$ cat src/rtl/breakout_pkg.sv
// Shared breakout constants: screen geometry, ball size, colours and reset position.
package breakout_pkg;

    localparam int unsigned SCREEN_W  = 640;
    localparam int unsigned SCREEN_H  = 480;
    localparam int unsigned BALL_SIZE = 7;

    localparam logic [9:0] RESET_X = 10'd270;
    localparam logic [9:0] RESET_Y = 10'd450;

    localparam logic [7:0] BALL_RGB = 8'hFF;
    localparam logic [7:0] BLACK    = 8'h00;

    localparam logic [6:0] ROW_SOLID = 7'b1111111;
    localparam logic [6:0] ROW_EMPTY = 7'b0000000;

    typedef logic [6:0] ball_row_t;

endpackage

$ cat src/rtl/ball_renderer_if.sv
// Pixel-side bus between the VGA sync/ball blocks and the ball renderer.
interface ball_renderer_if;
    logic       pix_en;
    logic [9:0] hcount;
    logic [9:0] vcount;
    logic       video_on;
    logic [9:0] ball_x;
    logic [9:0] ball_y;
    logic       ball_on;
    logic [7:0] rgb;
    logic       video_on_d;
    logic       frame_tick;

    modport master (
        output pix_en, hcount, vcount, video_on, ball_x, ball_y,
        input  ball_on, rgb, video_on_d, frame_tick
    );

    modport slave (
        input  pix_en, hcount, vcount, video_on, ball_x, ball_y,
        output ball_on, rgb, video_on_d, frame_tick
    );
endinterface

$ cat src/rtl/ball_shape_rom.sv
// Per-row ball shape mask; ROUND_BALL_EN selects a 7x7 disc, otherwise a solid square.
module ball_shape_rom
    import breakout_pkg::*;
(
    input  logic [2:0] row_i,
    output ball_row_t  mask_o
);

    // Row 7 never lies inside the 7-line box, so it is left empty in both builds.
    always_comb begin
        mask_o = ROW_SOLID;
`ifdef ROUND_BALL_EN
        case (row_i)
            3'd0, 3'd6: mask_o = 7'b0011100;
            3'd1, 3'd5: mask_o = 7'b0111110;
            3'd7:       mask_o = ROW_EMPTY;
            default:    mask_o = ROW_SOLID;
        endcase
`else
        case (row_i)
            3'd7:    mask_o = ROW_EMPTY;
            default: mask_o = ROW_SOLID;
        endcase
`endif
    end

endmodule

$ cat src/rtl/ball_renderer.sv
// Ball pixel renderer: vblank position snapshot plus a 2-stage pix_en pipeline.
// Optional ROUND_BALL_EN build draws a disc instead of a square.
module ball_renderer
    import breakout_pkg::*;
(
    input  logic            clk,
    input  logic            reset,
    ball_renderer_if.slave  bus
);

    logic [9:0]  snap_x_q, snap_x_d;
    logic [9:0]  snap_y_q, snap_y_d;
    logic        in_box_q, in_box_d;
    logic [2:0]  dx_q, dx_d;
    logic [2:0]  dy_q, dy_d;
    logic        vid_q, vid_d;
    logic        ball_on_q, ball_on_d;
    logic [7:0]  rgb_q, rgb_d;
    logic        video_on_d_q, video_on_d_d;
    logic        frame_tick_q, frame_tick_d;

    logic        snap_hit_s;
    logic [10:0] dx_s, dy_s;
    logic        in_box_s;
    logic        ball_hit_s;
    ball_row_t   mask_s;
    logic [7:0]  mask_ext_s;

    ball_shape_rom u_shape (
        .row_i  (dy_q),
        .mask_o (mask_s)
    );

    // Next-state logic: snapshot only at the start of the first blanking line.
    always_comb begin
        snap_hit_s = bus.pix_en && (bus.hcount == 10'd0) && (bus.vcount == 10'(SCREEN_H));
        // Subtraction in 11 bits: a negative offset sets bit 10, so no wrap artefacts.
        dx_s       = {1'b0, bus.hcount} - {1'b0, snap_x_q};
        dy_s       = {1'b0, bus.vcount} - {1'b0, snap_y_q};
        in_box_s   = bus.video_on && !dx_s[10] && (dx_s < 11'(BALL_SIZE))
                                  && !dy_s[10] && (dy_s < 11'(BALL_SIZE));
        mask_ext_s = {1'b0, mask_s};
        ball_hit_s = in_box_q && mask_ext_s[dx_q];

        snap_x_d     = snap_x_q;
        snap_y_d     = snap_y_q;
        in_box_d     = in_box_q;
        dx_d         = dx_q;
        dy_d         = dy_q;
        vid_d        = vid_q;
        ball_on_d    = ball_on_q;
        rgb_d        = rgb_q;
        video_on_d_d = video_on_d_q;
        frame_tick_d = snap_hit_s;

        if (snap_hit_s) begin
            snap_x_d = bus.ball_x;
            snap_y_d = bus.ball_y;
        end else begin
            snap_x_d = snap_x_q;
            snap_y_d = snap_y_q;
        end

        if (bus.pix_en) begin
            in_box_d     = in_box_s;
            dx_d         = dx_s[2:0];
            dy_d         = dy_s[2:0];
            vid_d        = bus.video_on;
            ball_on_d    = ball_hit_s;
            rgb_d        = ball_hit_s ? BALL_RGB : BLACK;
            video_on_d_d = vid_q;
        end else begin
            in_box_d = in_box_q;
        end
    end

    // State and output registers.
    always_ff @(posedge clk or posedge reset) begin
        if (reset) begin
            snap_x_q     <= RESET_X;
            snap_y_q     <= RESET_Y;
            in_box_q     <= 1'b0;
            dx_q         <= 3'd0;
            dy_q         <= 3'd0;
            vid_q        <= 1'b0;
            ball_on_q    <= 1'b0;
            rgb_q        <= BLACK;
            video_on_d_q <= 1'b0;
            frame_tick_q <= 1'b0;
        end else begin
            snap_x_q     <= snap_x_d;
            snap_y_q     <= snap_y_d;
            in_box_q     <= in_box_d;
            dx_q         <= dx_d;
            dy_q         <= dy_d;
            vid_q        <= vid_d;
            ball_on_q    <= ball_on_d;
            rgb_q        <= rgb_d;
            video_on_d_q <= video_on_d_d;
            frame_tick_q <= frame_tick_d;
        end
    end

    assign bus.ball_on    = ball_on_q;
    assign bus.rgb        = rgb_q;
    assign bus.video_on_d = video_on_d_q;
    assign bus.frame_tick = frame_tick_q;

endmodule

$ cat src/flat_wrapper.sv
// flat-port wrapper written by rule: the top's interface ports become plain ports
module ball_renderer_flat import breakout_pkg::*;
  (clk, reset, bus_pix_en, bus_hcount, bus_vcount, bus_video_on, bus_ball_x, bus_ball_y, bus_ball_on, bus_rgb, bus_video_on_d, bus_frame_tick);
  ball_renderer_if bus_i ();
  input  logic clk;
  input  logic reset;
  input wire logic [$bits(bus_i.pix_en)-1:0] bus_pix_en;
  input wire logic [$bits(bus_i.hcount)-1:0] bus_hcount;
  input wire logic [$bits(bus_i.vcount)-1:0] bus_vcount;
  input wire logic [$bits(bus_i.video_on)-1:0] bus_video_on;
  input wire logic [$bits(bus_i.ball_x)-1:0] bus_ball_x;
  input wire logic [$bits(bus_i.ball_y)-1:0] bus_ball_y;
  output wire logic [$bits(bus_i.ball_on)-1:0] bus_ball_on;
  output wire logic [$bits(bus_i.rgb)-1:0] bus_rgb;
  output wire logic [$bits(bus_i.video_on_d)-1:0] bus_video_on_d;
  output wire logic [$bits(bus_i.frame_tick)-1:0] bus_frame_tick;
  assign bus_i.pix_en = bus_pix_en;
  assign bus_i.hcount = bus_hcount;
  assign bus_i.vcount = bus_vcount;
  assign bus_i.video_on = bus_video_on;
  assign bus_i.ball_x = bus_ball_x;
  assign bus_i.ball_y = bus_ball_y;
  assign bus_ball_on = bus_i.ball_on;
  assign bus_rgb = bus_i.rgb;
  assign bus_video_on_d = bus_i.video_on_d;
  assign bus_frame_tick = bus_i.frame_tick;
  ball_renderer u_core (.clk(clk), .reset(reset), .bus(bus_i));
endmodule
$ cat config.mk
export PLATFORM = sky130hd
export DESIGN_NAME = ball_renderer_flat
export DESIGN_NICKNAME = d
export VERILOG_FILES = /design/src/rtl/breakout_pkg.sv /design/src/rtl/ball_renderer_if.sv /design/src/rtl/ball_shape_rom.sv /design/src/rtl/ball_renderer.sv /design/src/flat_wrapper.sv
export SDC_FILE = /design/constraint.sdc
export NUM_CORES = 1
export LEC_CHECK = 0
export CELL_PAD_IN_SITES_DETAIL_PLACEMENT = 1
export CELL_PAD_IN_SITES_GLOBAL_PLACEMENT = 1
export CORE_UTILIZATION = 34
export CTS_CLUSTER_SIZE = 40
export DETAILED_ROUTE_END_ITERATION = 10
export GPL_ROUTABILITY_DRIVEN = 0
export HOLD_SLACK_MARGIN = 0.03
export PLACE_DENSITY = 0.82
export SLEW_MARGIN = 20
export SYNTH_ARGS = -nofsm -noshare
export SYNTH_HDL_FRONTEND = slang
export SYNTH_SLANG_ARGS = --single-unit
$ cat constraint.sdc
create_clock -name clk -period 2.39 [get_ports clk]
set_input_delay 0.5975 -clock clk [delete_from_list [all_inputs] [get_ports clk]]
set_output_delay 0.5975 -clock clk [all_outputs]
set_load 0.03 [all_outputs]
== Word-level counts from Yosys, hierarchy flattened ==
Index checks and enable logic that the tools add are counted.

* Input port bits: 44
* Register bits: 39
* Output and inout bits: 11
* Logic and storage cells: 31

* Equal/unequal tests: 2
* Mux-type cells: 4
* Reduce and logical (&&, ||, !) cells: 10
* Order comparisons: 3
* $add $sub $neg: 2

{| class="wikitable"
|+ Operators by type and width
! kind !! number
|-
| $lt 11x3->1 const B || 2
|-
| $sub 10x10->11 || 2
|-
| $eq 10x9->1 const B || 1
|-
| $logic_not 10->1 || 1
|-
| $mux 8 || 1
|-
| $logic_and 1x1->1 || 7
|-
| $mux 7 || 1
|-
| $lt 3x4->1 const B || 1
|-
| $bmux 1 s3 || 1
|-
| $eq 3x3->1 const B || 1
|-
| $logic_not 1->1 || 2
|-
| $mux 1 || 1
|}

== Longest topological paths before layout ==
Gate-level depths: netlist (run 1).

* Word-level depth: 6
* Gate-level depth with buffers: 10
* Depth with buffers taken out: 10

== Modules after synthesis ==
From an unflattened synthesis (run 1), not the netlist that was laid out.

* Cells, all modules: 287
* Area, all modules: 2438.6 um^2

{| class="wikitable"
|+ By module, submodules not included
! module !! sequential area each (um^2) !! times used !! area each (um^2) !! cells each
|-
| ball_renderer || 785.8 || 1 || 2388.5 || 280
|-
| ball_shape_rom || 0.0 || 1 || 50.0 || 7
|}

== Worst setup path before layout (run 1) ==
No wires, ideal clock.

* Path type: input to register
* Start point: input port bus_vcount[0]
* End point: register u_core.in_box_q
* Data required time: 2.294 ns
* Library setup time: 0.096 ns
* Cell stages on the path: 10
* Setup slack: -0.102 ns
* Arrival time: 2.396 ns
* Buffers on the path: 0
* Cells stage by stage: inv_1 > ha_1 > fa_1 > xor2_1 > o32ai_1 > a311oi_1 > nand4_1 > nor4_1 > nand4_1 > o32ai_2

* Cells in the longest elaborated chain, start to end: 4
* Elaborated cells on any way between the ends: 5
* Classes of those cells: add/sub (1); order compare (1); reduce/logical (3)

{| class="wikitable"
|+ Ends and longest elaborated chain
! item !! line !! text
|-
| from (decl) || flat_wrapper.sv:9 || <nowiki>input wire logic [$bits(bus_i.vcount)-1:0] bus_vcount;</nowiki>
|-
| $sub 10x10->11 * || ball_renderer.sv:39 || <nowiki>dy_s = {1'b0, bus.vcount} - {1'b0, snap_y_q};</nowiki>
|-
| parallel branches: the longest is 2 deep, another holds $lt 11x3->1 || n/a ||
|-
| $logic_and 1x1->1 * || ball_renderer.sv:41 || <nowiki>&& !dy_s[10] && (dy_s < 11'(BALL_SIZE));</nowiki>
|-
| to (signal assigned) || ball_renderer.sv:93 || <nowiki>in_box_q <= in_box_d;</nowiki>
|-
| to (decl) || ball_renderer.sv:13 || <nowiki>logic in_box_q, in_box_d;</nowiki>
|}

Mark *: on every way between the ends.
A chain may end at the register's enable or synchronous reset.

== Worst setup path after layout (run 1) ==
* Start point: input port bus_hcount[0]
* End point: register u_core.in_box_q

* Cells in the longest elaborated chain, start to end: 6
* Elaborated cells on any way between the ends: 7
* Classes of those cells: add/sub (1); order compare (1); reduce/logical (5)

{| class="wikitable"
|+ Ends and longest elaborated chain
! item !! line !! text
|-
| from (decl) || flat_wrapper.sv:8 || <nowiki>input wire logic [$bits(bus_i.hcount)-1:0] bus_hcount;</nowiki>
|-
| $sub 10x10->11 * || ball_renderer.sv:38 || <nowiki>dx_s = {1'b0, bus.hcount} - {1'b0, snap_x_q};</nowiki>
|-
| parallel branches: the longest is 2 deep, another holds $lt 11x3->1 || n/a ||
|-
| $logic_and 1x1->1 * || ball_renderer.sv:40 || <nowiki>in_box_s = bus.video_on && !dx_s[10] && (dx_s < 11'(BALL_SIZE))</nowiki>
|-
| $logic_and 1x1->1 * (2 in series) || ball_renderer.sv:41 ||
|}

Marks and branches as above.

==> results of run 1 <==
final cells by class:
class	instances	area, sq um	area share
well taps	77	96.3	0.0257
multi-input cells	185	1600	0.427
clock buffers	6	82.6	0.0220
repair buffers	114	1010	0.269
flip-flops and latches	31	786	0.210
clock inverters	2	35.0	0.00935
inverters	34	140	0.0374
cell usage after synthesis (2+ instances only):
master and number:
sky130_fd_sc_hd__or3_1 2, sky130_fd_sc_hd__o2111ai_1 2, sky130_fd_sc_hd__nand4b_1 2, sky130_fd_sc_hd__buf_4 8, sky130_fd_sc_hd__nand2b_1 3, sky130_fd_sc_hd__inv_1 34, sky130_fd_sc_hd__nand2_1 31, sky130_fd_sc_hd__o21ai_0 21
sky130_fd_sc_hd__nor3_1 7, sky130_fd_sc_hd__nor4_1 6, sky130_fd_sc_hd__mux2_2 5, sky130_fd_sc_hd__mux2i_1 4, sky130_fd_sc_hd__xor2_1 3, sky130_fd_sc_hd__o211ai_1 3, sky130_fd_sc_hd__nand3_1 3, sky130_fd_sc_hd__dfrtp_1 23
sky130_fd_sc_hd__ha_1 20, sky130_fd_sc_hd__o21bai_1 3, sky130_fd_sc_hd__a221oi_1 2, sky130_fd_sc_hd__xnor2_1 2, sky130_fd_sc_hd__a211oi_1 2, sky130_fd_sc_hd__a21o_1 4, sky130_fd_sc_hd__fa_1 2, sky130_fd_sc_hd__clkbuf_1 7
sky130_fd_sc_hd__nor2_1 14, sky130_fd_sc_hd__a21oi_1 16, sky130_fd_sc_hd__nor3b_1 2, sky130_fd_sc_hd__nand4_1 3, sky130_fd_sc_hd__a31oi_1 2, sky130_fd_sc_hd__nor4b_1 2, sky130_fd_sc_hd__dfstp_2 8, sky130_fd_sc_hd__nor2b_1 2
cells in the final DEF, fill, tap and decap left out, types with 3 or more instances in the layout:
cell type,netlist,final
sky130_fd_sc_hd__nor2_1,14,13
sky130_fd_sc_hd__dfrtp_1,23,23
sky130_fd_sc_hd__mux2i_1,4,4
sky130_fd_sc_hd__dlygate4sd2_1,0,8
sky130_fd_sc_hd__a21oi_1,16,12
sky130_fd_sc_hd__o21bai_1,3,3
sky130_fd_sc_hd__ha_4,0,12
sky130_fd_sc_hd__buf_4,8,58
sky130_fd_sc_hd__inv_1,34,31
sky130_fd_sc_hd__nand3_1,3,3
sky130_fd_sc_hd__nand2_1,31,31
sky130_fd_sc_hd__nand4_1,3,3
sky130_fd_sc_hd__nor3_2,0,4
sky130_fd_sc_hd__a21oi_2,1,3
sky130_fd_sc_hd__nor4_1,6,4
sky130_fd_sc_hd__nor3_1,7,3
sky130_fd_sc_hd__a21o_1,4,4
sky130_fd_sc_hd__clkbuf_8,0,6
sky130_fd_sc_hd__mux2_2,5,4
sky130_fd_sc_hd__clkdlybuf4s50_1,0,40
sky130_fd_sc_hd__ha_1,20,7
sky130_fd_sc_hd__dfstp_2,8,8
sky130_fd_sc_hd__o21ai_0,21,21
sky130_fd_sc_hd__dlymetal6s2s_1,0,3
sky130_fd_sc_hd__o211ai_1,3,3
sequential cells by signal (all words and copies together) (netlist names):
register / cells
u_core.bus.frame_tick: 1
u_core.bus.rgb: 1
u_core.bus.video_on_d: 1
u_core.dx_q: 3
u_core.dy_q: 3
u_core.in_box_q: 1
u_core.snap_x_q: 10
u_core.snap_y_q: 10
u_core.vid_q: 1
final timing paths:
kind	endpoint
max reg2reg	u_core.in_box_q
min reg2reg	u_core.snap_y_q[6]
max	u_core.in_box_q
max in group asynchronous	u_core.snap_y_q[6]
min	u_core.snap_y_q[6]
min in group asynchronous	u_core.snap_x_q[0]
critical path, stage by stage:
cell	delay, ns
sky130_fd_sc_hd__clkdlybuf4s15_1	0.19
sky130_fd_sc_hd__inv_1	0.05
sky130_fd_sc_hd__ha_2	0.20
sky130_fd_sc_hd__fa_2	0.40
sky130_fd_sc_hd__xor2_2	0.19
sky130_fd_sc_hd__nor3_2	0.08
sky130_fd_sc_hd__a211oi_2	0.20
sky130_fd_sc_hd__nand4_1	0.17
sky130_fd_sc_hd__nor4_2	0.21
sky130_fd_sc_hd__nand4_1	0.18
sky130_fd_sc_hd__o32ai_2	0.28
power by group through the flow:
stage / registers (mW) / clock network (mW) / logic [mW]
global placement: 0.557 / 0 / 0.251
CTS: 0.549 / 0.558 / 0.286
finish: 0.552 / 0.552 / 0.318
global route: 0.553 / 0.584 / 0.337
floorplan: 0.560 / 0 / 0.106
detailed placement: 0.558 / 0 / 0.261
metal layers:
layer	vias to the layer above	share of wire	global-route usage
li1	1130	-	-
met1	1233	0.43	0.302
met2	103	0.49	0.414
met3	27	0.052	0.0472
met4	0	0.031	0.125
met5	-	0	0
what timing repair did:
item,CTS,global route
pin swaps,26,19
endpoints found under the setup margin,2,18
resized for setup,47,14
cloned,0,0
setup buffers,3,3
hold endpoints to repair,0,0
per-stage QoR:
step | power, mW | area, sq um | setup WS [ns] | util | hold slack, ns
finish | 1.42 | 3750 | -0.144 | 0.580 | 0.508
global route | 1.47 | 3750 | -0.202 | 0.580 | 0.545
CTS | 1.39 | 3640 | -0.0952 | 0.564 | 0.513
detailed placement | 0.819 | 3310 | -0.941 | 0.512 | 0.499
global placement | 0.808 | 3310 | -0.746 | 0.512 | 0.488
floorplan | 0.666 | 2350 | -0.0210 | - | 0.478
kinds of logic (layout without fill, tap and decap cells):
family,after synthesis,in the layout,synth area share
adders and majority gates,22,22,0.126
muxes,9,9,0.0417
AOI/OAI and AO/OA,67,67,0.195
xor gates and xnor gates,5,5,0.0189
and+or+nand+nor,82,82,0.180
DFF,31,31,0.340
buffers and inverters,51,156,0.0990
==> impl_metrics.sql, run 1 <==
INSERT INTO impl_metrics (metric_group, metric, value, unit) VALUES
('outcome', 'status', 'complete, but fails checks', ''),
('outcome', 'violations', 'design-rule violations, negative setup slack', ''),
('critical_path', 'ff2ff_setup_slack', '-0.09', 'ns'),
('synth', 'yosys.cell_types.count', '51', ''),
('pwr', 'internal-power', '1.04', 'mW'),
('finish', 'area_growth', '62.0', '%'),
('critical_path', 'timing.reg2reg.worst_path_depth', '8', ''),
('place', 'numPlacedInstances', '435', ''),
('pwr', 'share_comb_of_total_power', '0.223', ''),
('sta', 'totalNegativeSetupSlack', '-0.144', 'ns'),
('critical_path', 'critical_path.max_fanout', '2', ''),
('sta', 'slew_viols_final', '0', ''),
('sta', 'timing.final.crit_period', '2.53', 'ns'),
('critical_path', 'critPathKind', 'input pin to flop', ''),
('hold_path', 'hold_path.class', 'flop to flop', ''),
('synth', 'syn-instance-count', '267', ''),
('pwr', 'power.switching_fraction', '0.265', ''),
('finish', 'layout.nets', '437', ''),
('sta', 'final-setup-viol-count', '1', ''),
('drt', 'drt_pre_antenna_iters', '8', ''),
('cts', 'postCtsHoldBufs', '0', ''),
('synth', 'syn-mean-instance-area', '8.66', 'sq um'),
('sta', 'period_share', '1.06', ''),
('drt', 'drc', '5', ''),
('cts', 'htree_levels', '2', ''),
('sta', 'worst_slew_pin_slew', '0.418', 'ns'),
('global_routing', 'grt.overflow.total', '0', ''),
('cts', 'numCtsBuffers', '5', ''),
('critical_path', 'worst_ep_required_time', '2.59', 'ns'),
('synth', 'synth_fp_nets', '333', ''),
('cts', 'clk_pin_slew_worst_paths', '0.07', 'ns'),
('synth', 'synth_area_leader_cell', 'sky130_fd_sc_hd__dfrtp_1', ''),
('drt', 'detail_route.vias_per_cell', '5.55', ''),
('global_routing', 'grt_antenna_before_repair', '0', ''),
('synth', 'synthDominantCellAreaShare', '0.249', ''),
('finish', 'n_fill_cell', '726', ''),
('floorplan', 'die_y', '84.5', 'um'),
('synth', 'synth-edff-count', '0', ''),
('critical_path', 'critical_path.startpoint', 'bus_hcount[0]', ''),
('global_routing', 'grt_max_degree', '32', ''),
('synth', 'ys_dominant_reg_cell', 'sky130_fd_sc_hd__dfrtp_1', ''),
('drt', 'route.vias.total', '2493', ''),
('pwr', 'ir_worst_vdd', '0.222', 'mV'),
('cts', 'cts_tree', 'done', ''),
('pwr', 'share_clk_of_total_power', '0.389', ''),
('sta', 'setup_ws', '-0.144', 'ns'),
('synth', 'synth_top_cells_by_area', 'sky130_fd_sc_hd__dfrtp_1 (25%), sky130_fd_sc_hd__ha_1 (11%), sky130_fd_sc_hd__dfstp_2 (9.1%)', ''),
('job', 'maxCapViolations', '0', ''),
('drt', 'drt.antenna.violating_nets', '0', ''),
('sta', 'hold_viol', '0', ''),
('critical_path', 'critPathArrivalTime', '2.74', 'ns'),
('place', 'dp_hpwl', '5.37', 'mm'),
('synth', 'postSynth.asyncResetShare', '1.00', ''),
('floorplan', 'placementRows', '29', ''),
('floorplan', 'io-pin-count', '55', ''),
('sta', 'grt_setup_unrepaired', 'yes', ''),
('cts', 'ctsLongestPathBuffers', '2', ''),
('floorplan', 'chipWidth', '84.5', 'um'),
('hold_path', 'hold_path_startpoint', 'u_core.snap_y_q[6]', ''),
('drt', 'average_routed_wire_per_standard_cell', '19.6', 'um'),
('pwr', 'power_switching', '377', 'uW'),
('finish', 'post_route_cells_drive_above_1_share', '0.344', ''),
('synth', 'synth_warnings', '0', ''),
('cts', 'clock_insertion_delay_worst_skew', '0.29', 'ns'),
('floorplan', 'core-area', '0.00646', 'sq mm'),
('global_routing', 'grt_first_pass_wirelength', '13.6', 'mm'),
('global_routing', 'groute.usage.overall', '0.246', ''),
('critical_path', 'critPathCaptureType', 'flop', ''),
('finish', 'antenna_cells', '0', ''),
('pwr', 'static-leakage-power', '1.75', 'nW'),
('cts', 'root_buffer', 'sky130_fd_sc_hd__clkbuf_8', '');
(Power assumes the default switching activity.)
==> run 2: changes to the inputs <==
--- a/config.mk
+++ b/config.mk
@@ -8,6 +8,7 @@
 export CELL_PAD_IN_SITES_DETAIL_PLACEMENT = 1
 export CELL_PAD_IN_SITES_GLOBAL_PLACEMENT = 1
 export CORE_UTILIZATION = 34
+export CTS_BUF_LIST = sky130_fd_sc_hd__clkbuf_4 sky130_fd_sc_hd__clkbuf_8 sky130_fd_sc_hd__clkbuf_16
 export CTS_CLUSTER_SIZE = 40
 export DETAILED_ROUTE_END_ITERATION = 10
 export GPL_ROUTABILITY_DRIVEN = 0
==> results of run 2 <==
No change in the layout: final DEF, timing and power equal those of run 1.
